**config.mk**
```make
export PLATFORM = sky130hd
export DESIGN_NAME = spart_tx_arbiter
export DESIGN_NICKNAME = d
export VERILOG_FILES = /design/src/rtl/spart_pkg.sv /design/src/rtl/spart_rr_arb.sv /design/src/rtl/spart_tx_arbiter.sv
export SDC_FILE = /design/constraint.sdc
export NUM_CORES = 1
export LEC_CHECK = 0
export CORE_AREA = 2 2 61 63
export DETAILED_ROUTE_END_ITERATION = 6
export DIE_AREA = 0 0 63 65
export GPL_TIMING_DRIVEN = 0
export PLACE_DENSITY_LB_ADDON = 0.05
export SLEW_MARGIN = 20
export SYNTH_ARGS = -nofsm -noshare
export SYNTH_HDL_FRONTEND = slang
export SYNTH_SLANG_ARGS = --single-unit
```
**constraint.sdc**
```tcl
create_clock -name clk -period 4.48 [get_ports clk]
set_clock_uncertainty 0.15 [all_clocks]
set_input_delay 0.448 -clock clk [delete_from_list [all_inputs] [get_ports clk]]
set_output_delay 0.448 -clock clk [all_outputs]
set_load 0.03 [all_outputs]
```
**src/rtl/spart_pkg.sv**
```systemverilog
// Shared definitions for the SPART transmit path: register addresses and
// the transmit arbiter state encoding.
package spart_pkg;

  localparam logic [1:0] ADDR_TX     = 2'd0;
  localparam logic [1:0] ADDR_DIV_LO = 2'd2;
  localparam logic [1:0] ADDR_DIV_HI = 2'd3;

  typedef enum logic [2:0] {
    CFG_LO   = 3'd0,
    CFG_HI   = 3'd1,
    IDLE     = 3'd2,
    WRITE    = 3'd3,
    WAIT_TBR = 3'd4
  } state_t;

endpackage

```
**src/rtl/spart_rr_arb.sv**
```systemverilog
// Two-requester arbiter. Default build is round-robin; defining
// SPART_TX_FIXED_PRIO_EN makes requester 0 always win and drops the pointer.
module spart_rr_arb (
  input  logic       clk,
  input  logic       rst,
  input  logic [1:0] req,
  input  logic       advance,
  output logic [1:0] grant
);

`ifdef SPART_TX_FIXED_PRIO_EN
  logic w_unused;
  assign w_unused = clk ^ rst ^ advance;

  always_comb begin
    grant = 2'b00;
    if (req[0])      grant = 2'b01;
    else if (req[1]) grant = 2'b10;
  end
`else
  // r_prio names the requester that wins a tie; it moves away from each winner.
  logic r_prio;

  always_ff @(posedge clk) begin
    if (rst)                       r_prio <= 1'b0;
    else if (advance && |grant)    r_prio <= grant[0];
  end

  always_comb begin
    grant = 2'b00;
    case (req)
      2'b01:   grant = 2'b01;
      2'b10:   grant = 2'b10;
      2'b11:   grant = r_prio ? 2'b10 : 2'b01;
      default: grant = 2'b00;
    endcase
  end
`endif

endmodule

```
**src/rtl/spart_tx_arbiter.sv**
```systemverilog
// Shares one SPART transmitter between two byte sources: writes the baud
// divisor after reset, then forwards granted bytes (see spart_rr_arb).
module spart_tx_arbiter
  import spart_pkg::*;
#(
  parameter logic [15:0] DIVISOR = 16'd325
) (
  input  logic        clk,
  input  logic        rst,
  input  logic        req0,
  input  logic        req1,
  input  logic [7:0]  data0,
  input  logic [7:0]  data1,
  output logic        gnt0,
  output logic        gnt1,
  input  logic        tbr,
  output logic        iocs,
  output logic        iorw,
  output logic [1:0]  ioaddr,
  output logic [7:0]  databus,
  output logic        cfg_done,
  output logic [15:0] tx_count,
  output logic [2:0]  o_dbg_state
);

  state_t      r_state, w_state_nxt;
  logic [7:0]  r_hold;
  logic        r_win;
  logic        r_cfg_done;
  logic [15:0] r_tx_count;
  wire  [15:0] w_tx_count_nxt;

  logic [1:0]  w_req, w_grant;
  logic        w_advance;
  logic        w_iocs, w_g0, w_g1;
  logic [1:0]  w_addr;
  logic [7:0]  w_bus;

  assign w_req     = {req1, req0};
  assign w_advance = (r_state == IDLE) && tbr && (|w_req);

  spart_rr_arb u_arb (
    .clk     (clk),
    .rst     (rst),
    .req     (w_req),
    .advance (w_advance),
    .grant   (w_grant)
  );

  assign w_tx_count_nxt = ((r_state == WRITE) && (r_tx_count != 16'hFFFF))
                        ? r_tx_count + 16'd1 : r_tx_count;

  always_ff @(posedge clk) begin
    if (rst) begin
      r_state    <= CFG_LO;
      r_hold     <= 8'h00;
      r_win      <= 1'b0;
      r_cfg_done <= 1'b0;
      r_tx_count <= 16'h0000;
    end else begin
      r_state    <= w_state_nxt;
      r_tx_count <= w_tx_count_nxt;
      if (w_advance) begin
        r_hold <= w_grant[1] ? data1 : data0;
        r_win  <= w_grant[1];
      end
      if (r_state == CFG_HI) r_cfg_done <= 1'b1;
    end
  end

  always_comb begin
    w_state_nxt = r_state;
    w_iocs      = 1'b0;
    w_addr      = ADDR_TX;
    w_bus       = 8'h00;
    w_g0        = 1'b0;
    w_g1        = 1'b0;
    case (r_state)
      CFG_LO: begin
        w_iocs      = 1'b1;
        w_addr      = ADDR_DIV_LO;
        w_bus       = DIVISOR[7:0];
        w_state_nxt = CFG_HI;
      end
      CFG_HI: begin
        w_iocs      = 1'b1;
        w_addr      = ADDR_DIV_HI;
        w_bus       = DIVISOR[15:8];
        w_state_nxt = IDLE;
      end
      IDLE: begin
        if (w_advance) w_state_nxt = WRITE;
      end
      WRITE: begin
        w_iocs      = 1'b1;
        w_addr      = ADDR_TX;
        w_bus       = r_hold;
        w_g0        = ~r_win;
        w_g1        = r_win;
        w_state_nxt = WAIT_TBR;
      end
      // tbr drops a cycle after the write, so it is only sampled from here on.
      WAIT_TBR: begin
        if (tbr) w_state_nxt = IDLE;
      end
      default: w_state_nxt = CFG_LO;
    endcase
  end

  // Reset masks the bus immediately so a write in flight is abandoned.
  assign iocs        = w_iocs & ~rst;
  assign iorw        = 1'b0;
  assign ioaddr      = iocs ? w_addr : 2'd0;
  assign databus     = iocs ? w_bus : 8'h00;
  assign gnt0        = w_g0 & ~rst;
  assign gnt1        = w_g1 & ~rst;
  assign cfg_done    = r_cfg_done;
  assign tx_count    = r_tx_count;
  assign o_dbg_state = r_state;

endmodule

```
; ---- Word-level counts from Yosys, hierarchy flattened
; Index checks and enable logic that the tools add are counted.
; W data, S select, Z words.
[word_totals]
out_inout_bits = 34
wordCells = 44
input_bits = 21
reg_bits = 30
[classes]
eq_ne = 10
bitwise = 5
addsub = 1
n_mux = 13
n_reduce_logical = 9
[ops]
columns = cell, count
row1 = $pmux W8 S3, 1
row2 = $add A16 B1 Y16 const B, 1
row3 = $mux W8, 2
row4 = $ne A16 B16 Y1 const B, 1
row5 = $pmux W3 S5, 1
row6 = $eq A3 B2 Y1 const B, 2
row7 = $mux W3, 2
row8 = $pmux W2 S3, 1
row9 = $eq A2 B2 Y1 const B, 2
row10 = $logic_and A1 B1 Y1, 4
row11 = $mux W2, 2
row12 = $pmux W2 S2, 1
row13 = $reduce_or A2 Y1, 2
row14 = $and A1 B1 Y1, 3
row15 = $eq A3 B1 Y1 const B, 1
row16 = $eq A3 B3 Y1 const B, 1
row17 = $logic_not A3 Y1, 1
row18 = $mux W1, 3
row19 = $reduce_or A3 Y1, 1
row20 = $eq A2 B1 Y1 const B, 1
row21 = $ne A2 B1 Y1 const B, 1
row22 = $ne A2 B2 Y1 const B, 1
row23 = $not A1 Y1, 2
row24 = $reduce_and A2 Y1, 1

; ---- Longest topological paths before layout
; Gate-level depths: netlist of the first run.
[depth]
word_depth = 5
depth_mapped = 6
mapped_depth_nobuf = 5

; ---- Modules after synthesis
; Synthesis of the first run repeated with hierarchy kept, for this count alone.
[hier_totals]
cells_unflattened = 185
hier_area_um2 = 1567.8
[by_module_without_submodules]
columns = module, area_per_inst_um2, n_inst, cells_each
row1 = spart_tx_arbiter, 1502.7, 1, 178
row2 = spart_rr_arb, 65.1, 1, 7

; ---- Worst setup path before layout of the first run
; No wires, ideal clock.
[synth_timing]
path_type = register -> output
from = register r_state[0], in the netlist o_dbg_state[0]
to = output port ioaddr[0]
path_stages_with_launch = 4
t_required_ps = 3882
slack_ps = 2196
arrival_time_ps = 1686
path_buffers = 1
cell_sequence = dfxtp_1 > clkbuf_1 > inv_1 > nor3_1
[synth_via]
elab_chain_len = 5
elab_cells_between_ends = 8
[synth_rtl]
columns = element, line_no
row1 = from (decl), spart_tx_arbiter.sv:26  ; state_t r_state, w_state_nxt;
row2 = from (signal assigned), spart_tx_arbiter.sv:61  ; r_state <= w_state_nxt;
row3 = "$eq A3 B2 Y1, or another cell as far along", spart_tx_arbiter.sv:78  ; case (r_state)
row4 = $reduce_or A3 Y1 (no line), n/a
row5 = $mux W1, spart_tx_arbiter.sv:78
row6 = $and A1 B1 Y1, spart_tx_arbiter.sv:111  ; assign iocs = w_iocs & ~rst;
row7 = $mux W2 *, spart_tx_arbiter.sv:113  ; assign ioaddr = iocs ? w_addr : 2'd0;
row8 = to (decl), spart_tx_arbiter.sv:19  ; output logic [1:0] ioaddr,
; Mark *: on every way between the ends. The rest lies on a longest branch, timed or not.

; ---- Worst setup path after layout of the first run
[layout_timing]
from = input port rst
to = output port databus[1]
[layout_via]
elab_chain_len = 3
[layout_rtl]
columns = element, line_no
row1 = from (decl), spart_tx_arbiter.sv:9  ; input logic rst,
row2 = $not A1 Y1, spart_tx_arbiter.sv:111
row3 = $and A1 B1 Y1, spart_tx_arbiter.sv:111
row4 = $mux W8, spart_tx_arbiter.sv:114  ; assign databus = iocs ? w_bus : 8'h00;
row5 = to (decl), spart_tx_arbiter.sv:20  ; output logic [7:0] databus,
; Every way passes these cells.

==> results.toml, run 1 <==
[placement]
gp_congestion = 0.813
hpwl_mm = 3.08
portBuffers = 53

[detailed_routing]
viasPerCell = 5.53
wl_per_cell_um = 13.9
via_count = 1620
drt_wl_total_mm = 4.08
ant_nets = 0
route.detailed.drc = 0
first_pass_iters = 4
drtIter0Drc = 145

[critical_path]
worst_setup_path_start_kind = "input port"
crit_path_max_fanout = 8
crit_chain = "clkdlybuf4s50_1 -> inv_1 -> nand2_1 -> nor2_1 -> and2_1 -> clkdlybuf4s50_1"
cp-end-kind = "output pin"
reg2regPathDepth = 5
worstPathArrival_ns = 2.61
r2r_setup_slack_ns = 2.27
required_ns = 3.88
reg2reg_from = "tx_count[0]$_SDFFE_PP0P_"
reg2reg_to = "tx_count[14]$_SDFFE_PP0P_"
cp_common_cell = "clkdlybuf4s50_1"
critPathKind = "in2out"
cp_slowest_cell = "clkdlybuf4s50_1"
cpPeakStageDelay_ns = 0.67

[pwr]
peakVddDrop_mv = 0.174
total_power_mw = 0.580
p_leak_nw = 0.826
p_per_area_nw_per_um2 = 259

[layout]
fill_cells = 318
fin_nets = 267
n_antenna_cell = 0
drive_gt1_share_pct = 8.57
area_growth_pct = 39.6
final_cell_mix = "clkdlybuf4s50_1, dfxtp_1, nor2_1, a21oi_1, nand2_1"
final_common_cell = "clkdlybuf4s50_1"

[cts]
clock-sinks = 30
htreeDepth = 2
cts_root_buf = "clkbuf_4"
cts_resized = 0
cts_tree = "yes"
insertion_delay_ns = 0.33
numCtsBuffers = 5
postCtsSetupBuffers = 0
clock_path_buffers = 2
path_clk_slew_ns = 0.09
postCtsHoldBufs = 0

[sta]
rsz0062_at_grt = "no"
slew_headroom_pct = 60.3
setup-tns-final_ns = 0
fmax_mhz = 312
finalSetupViolCount = 0
drv_slew = 0
timing.final.crit_period_ns = 3.21
tightest_slew_ns = 0.590
hold_viol = 0
period_share_pct = 71.6

[job]
drv_cap = 0

[floorplanning]
fp.dieW_um = 63
die_y_um = 65
dieArea_um2 = 4100
core_region_area_um2 = 3500
ios = 55
num_rows = 22
start_util_pct = 45.9

[global_routing]
grt_pass1_vias = 1569
grt_max_degree = 11
grt_remaining_overflow = 0
grt_pass1_wl_mm = 7.03
antenna_found_initial = 0
grt_usage_pct = 21.6

[synth]
synth_edf_count = 0
synthArstFlopShare_pct = 0
netlist_area_um2 = 1600
ys_seq_area_share_pct = 37.4
synth.distinct_cells = 46
synth-seq-cells = 30
syn_nets = 207
netlist_instances = 185
yosysWarnings = 0
synth_ff_type = "dfxtp_1"
syn_avg_cell_area_um2 = 8.67

[min_path]
hp-class = "reg2reg"
whs_endpoint = "cfg_done$_SDFFE_PP0N_"
min_from = "cfg_done$_SDFFE_PP0N_"
hold_depth = 1

[run_status]
outcome = "completed"
synthesized netlist by cell type, drive strengths merged, types with 2 or more instances:
cell	instances	area, um2
dfxtp	30	601
nor2	20	75.1
a21oi	15	75.1
nand2	12	45.0
a211oi	10	75.1
mux2i	10	100
nor3	9	45.0
and2	6	37.5
mux2	6	67.6
nand3	6	42.5
nor2b	6	37.5
o21ai	6	30.0
clkbuf	5	18.8
nand4	5	31.3
inv	3	11.3
or3	3	18.8
or4	3	30.0
a21o	2	15.0
and3	2	12.5
buf	2	12.5
nor4	2	18.8
o21a	2	15.0
kinds of logic after synthesis:
logic type	Yosys count	share of synthesized area, %
fa+ha+maj	1	0.780
compound gates	44	17.9
buf+inv	10	2.65
other cells	1	0.234
simple gates	83	30.6
flops	30	37.4
mux	16	10.5
registers in the layout, indices dropped and copies added (netlist names):
register	count
u_arb.r_prio	1
r_hold	8
r_win	1
o_dbg_state	3
tx_count	16
cfg_done	1
layer usage:
metal  vias to the layer above  GRT usage, %  share of wire, %
li1                        804             -                 -
met1                       755          24.7                42
met2                        59          38.8                51
met3                         2          6.42               6.2
met4                         0          6.67              0.34
met5                         -             0                 0
how the worst max path moves through the flow:
stage | from | end | cells after the start
final | rst | databus[1] | 6
after global routing | rst | databus[1] | 6
after CTS | rst | databus[5] | 6
after detailed placement | rst | databus[5] | 6
after global placement | rst | databus[1] | 6
after floorplan | o_dbg_state[0]$_SDFFE_PP0P_ | ioaddr[0] | 3
critical path, delay by kind of cell:
family	cells	cell delay, ns
and+or+nand+nor	3	0.76
buffers and inverters	3	1.39
final cells by class:
class,instances,area (um2),share of cell area (%)
Multi-Input combinational cell,145,961,42.9
Tap cell,48,60.1,2.68
Buffer,7,31.3,1.40
Sequential cell,30,601,26.8
Timing Repair Buffer,53,531,23.7
Inverter,3,11.3,0.503
Clock buffer,7,45.0,2.01
report_power, final:
group / internal (mW) / switching, mW
logic: 0.0631 / 0.0768
clock network: 0.0591 / 0.0910
registers: 0.278 / 0.0112
total: 0.401 / 0.179
stage by stage:
| stage | cell area [um2] | util (%) | hold WS [ns] | setup slack, ns | instances |
|---|---|---|---|---|---|
| 2_1_floorplan | 1600 | - | 0.290 | 2.20 | 185 |
| 3_3_place_gp | 2190 | 62.8 | 0.284 | 1.21 | 286 |
| 3_5_place_dp | 2190 | 62.8 | 0.294 | 1.25 | 286 |
| 4_1_cts | 2240 | 64.1 | 0.316 | 1.25 | 293 |
| 5_1_grt | 2240 | 64.1 | 0.341 | 1.13 | 293 |
| 6_report | 2240 | 64.1 | 0.311 | 1.27 | 293 |
Note: power is estimated with default switching activity, not from simulation.
==> run 2: changes to the inputs <==
Settings changed: CORE_AREA 2 2 61 63 to 2 2 66 68, DIE_AREA 0 0 63 65 to 0 0 68 70.
Clock period 4.48 ns to 2.6 ns, I/O delays scaled along.
==> results.toml, run 2 (synthesized netlist as in run 1, its figures left out) <==
[run_status]
outcome = "completed"

[placement]
dp.cells = 290
place_area_um2 = 2200
gp_congestion = 0.753
hpwl_mm = 2.82
portBuffers = 53

[layout]
final_common_cell = "clkdlybuf4s50_1"
final_cell_mix = "clkdlybuf4s50_1, dfxtp_1, nor2_1, a21oi_1, nand2_1"
largest_reg_flops = 16
stdcell_count = 297
fill_cells = 400
fin_nets = 267
final_cell_area_um2 = 2280
n_antenna_cell = 0
area_growth_pct = 42.4
drive_gt1_share_pct = 9.80

[sta]
period_share_pct = 94.3
slew_headroom_pct = 60.8
rsz0062_at_grt = "no"
drv_slew = 0
fmax_mhz = 408
hold_slack_ns = 0.314
hold_viol = 0
tightest_slew_ns = 0.582
timing.final.crit_period_ns = 2.45
finalSetupViolCount = 0

[detailed_routing]
via_count = 1579
drtIter0Drc = 98
viasPerCell = 5.32
wl_per_cell_um = 13.0
first_pass_iters = 4
route.detailed.drc = 0
drt_wl_total_mm = 3.86
ant_nets = 0

[critical_path]
worst_setup_path_start_kind = "register"
required_ns = 2.19
cpPeakStageDelay_ns = 0.69
reg2reg_to = "tx_count[14]$_SDFFE_PP0P_"
cp_top_family = "buffers and inverters"
crit_chain = "clkbuf_1 -> or2_2 -> a21oi_1 -> clkdlybuf4s50_1"
cp-end-kind = "output pin"
critPathKind = "reg2out"
reg2regPathDepth = 5
worstPathArrival_ns = 2.04
r2r_setup_slack_ns = 0.40
crit_path_max_fanout = 10
reg2reg_from = "tx_count[0]$_SDFFE_PP0P_"
critical_path_buf_inv_count = 2
cp_slowest_cell = "clkdlybuf4s50_1"

[global_routing]
grt_pass1_wl_mm = 6.48
grt_max_degree = 11
grt_remaining_overflow = 0
grtUsageMet3_pct = 4.83
grt_util_met2_pct = 26.1
antenna_found_initial = 0
busiest_layer = "met2"
grt_pass1_vias = 1404
grt_usage_pct = 17.5
met1_usage_pct = 24.0

[cts]
clock_path_buffers = 2
numCtsBuffers = 5
insertion_delay_ns = 0.28
postCtsSetupBuffers = 0
cts_root_buf = "clkbuf_8"
clock-sinks = 30
htreeDepth = 2
path_clk_slew_ns = 0.06
cts_tree = "yes"

[job]
drv_cap = 0

[floorplanning]
dieArea_um2 = 4760
start_util_pct = 38.7
core_region_area_um2 = 4140
fp.dieW_um = 68
ios = 55
num_rows = 24
die_y_um = 70

[pwr]
peakVddDrop_mv = 0.303
p_seq_share_pct = 45.9
p_int_mw = 0.772
p_sw_mw = 0.318
total_power_mw = 1.09
p_sw_share_pct = 29.2
p_clk_share_pct = 32.3
combPwrFrac_pct = 21.8
p_leak_nw = 0.920
p_per_area_nw_per_um2 = 477

[min_path]
whs_endpoint = "cfg_done$_SDFFE_PP0N_"
hp-class = "reg2reg"
hold_depth = 1
min_from = "cfg_done$_SDFFE_PP0N_"
-- run 2: changes by cell type in the layout (fill, tap and decap cells not counted), sizes merged --
cell / change
clkdlybuf4s50: -10
dlygate4sd2: +7
dlymetal6s2s: +3
-- run 2: layout make-up --
type                       instances  area, um2  area share, %
inverter                           3       11.3          0.493
multi-input combinational        145        968           42.4
clock buffer                       7       76.3           3.34
tap                               52       65.1           2.85
buffer                             7       32.5           1.42
sequential                        30        601           26.3
timing repair buffer              53        529           23.2
-- run 2: per-layer routing --
| layer | vias to the layer above | share of wire [%] |
|---|---|---|
| li1 | 804 | - |
| met1 | 725 | 47 |
| met2 | 44 | 46 |
| met3 | 6 | 5.6 |
| met4 | 0 | 1.4 |
| met5 | - | 0 |
-- run 2: power groups by stage --
stage	combinational, mW	sequential [mW]	clock [mW]
after global routing	0.259	0.503	0.378
after detailed placement	0.239	0.509	0
after CTS	0.240	0.499	0.363
after floorplan	0.121	0.526	0
after global placement	0.239	0.509	0
final	0.238	0.500	0.352
-- run 2: metrics by stage --
stage | TNS [ns] | setup slack (ns) | utilization, %
detailed placement | -2.42 | -0.363 | 53.1
finish | 0 | 0.148 | 55.1
floorplan | 0 | 0.359 | -
global placement | -2.47 | -0.364 | 53.1
global route | 0 | 0.00721 | 55.1
CTS | 0 | 0.0438 | 54.9
-- run 2: what timing repair did --
item                                    in CTS  in global routing
endpoints found under the setup margin       8                  3
resized for setup                           11                  3
hold buffers                                 0                  0
-- run 2: how the worst max path moves through the flow --
stage | endpoint | depth (start not counted) | start | slack (ns)
after floorplan | tx_count[14]$_SDFFE_PP0P_ | 5 | tx_count[0]$_SDFFE_PP0P_ | 0.36
after global placement | databus[4] | 6 | rst | -0.36
after detailed placement | databus[4] | 6 | rst | -0.36
after CTS | ioaddr[0] | 5 | rst | 0.04
after global routing | databus[6] | 5 | rst | 0.007
final | databus[6] | 4 | o_dbg_state[0]$_SDFFE_PP0P_ | 0.15
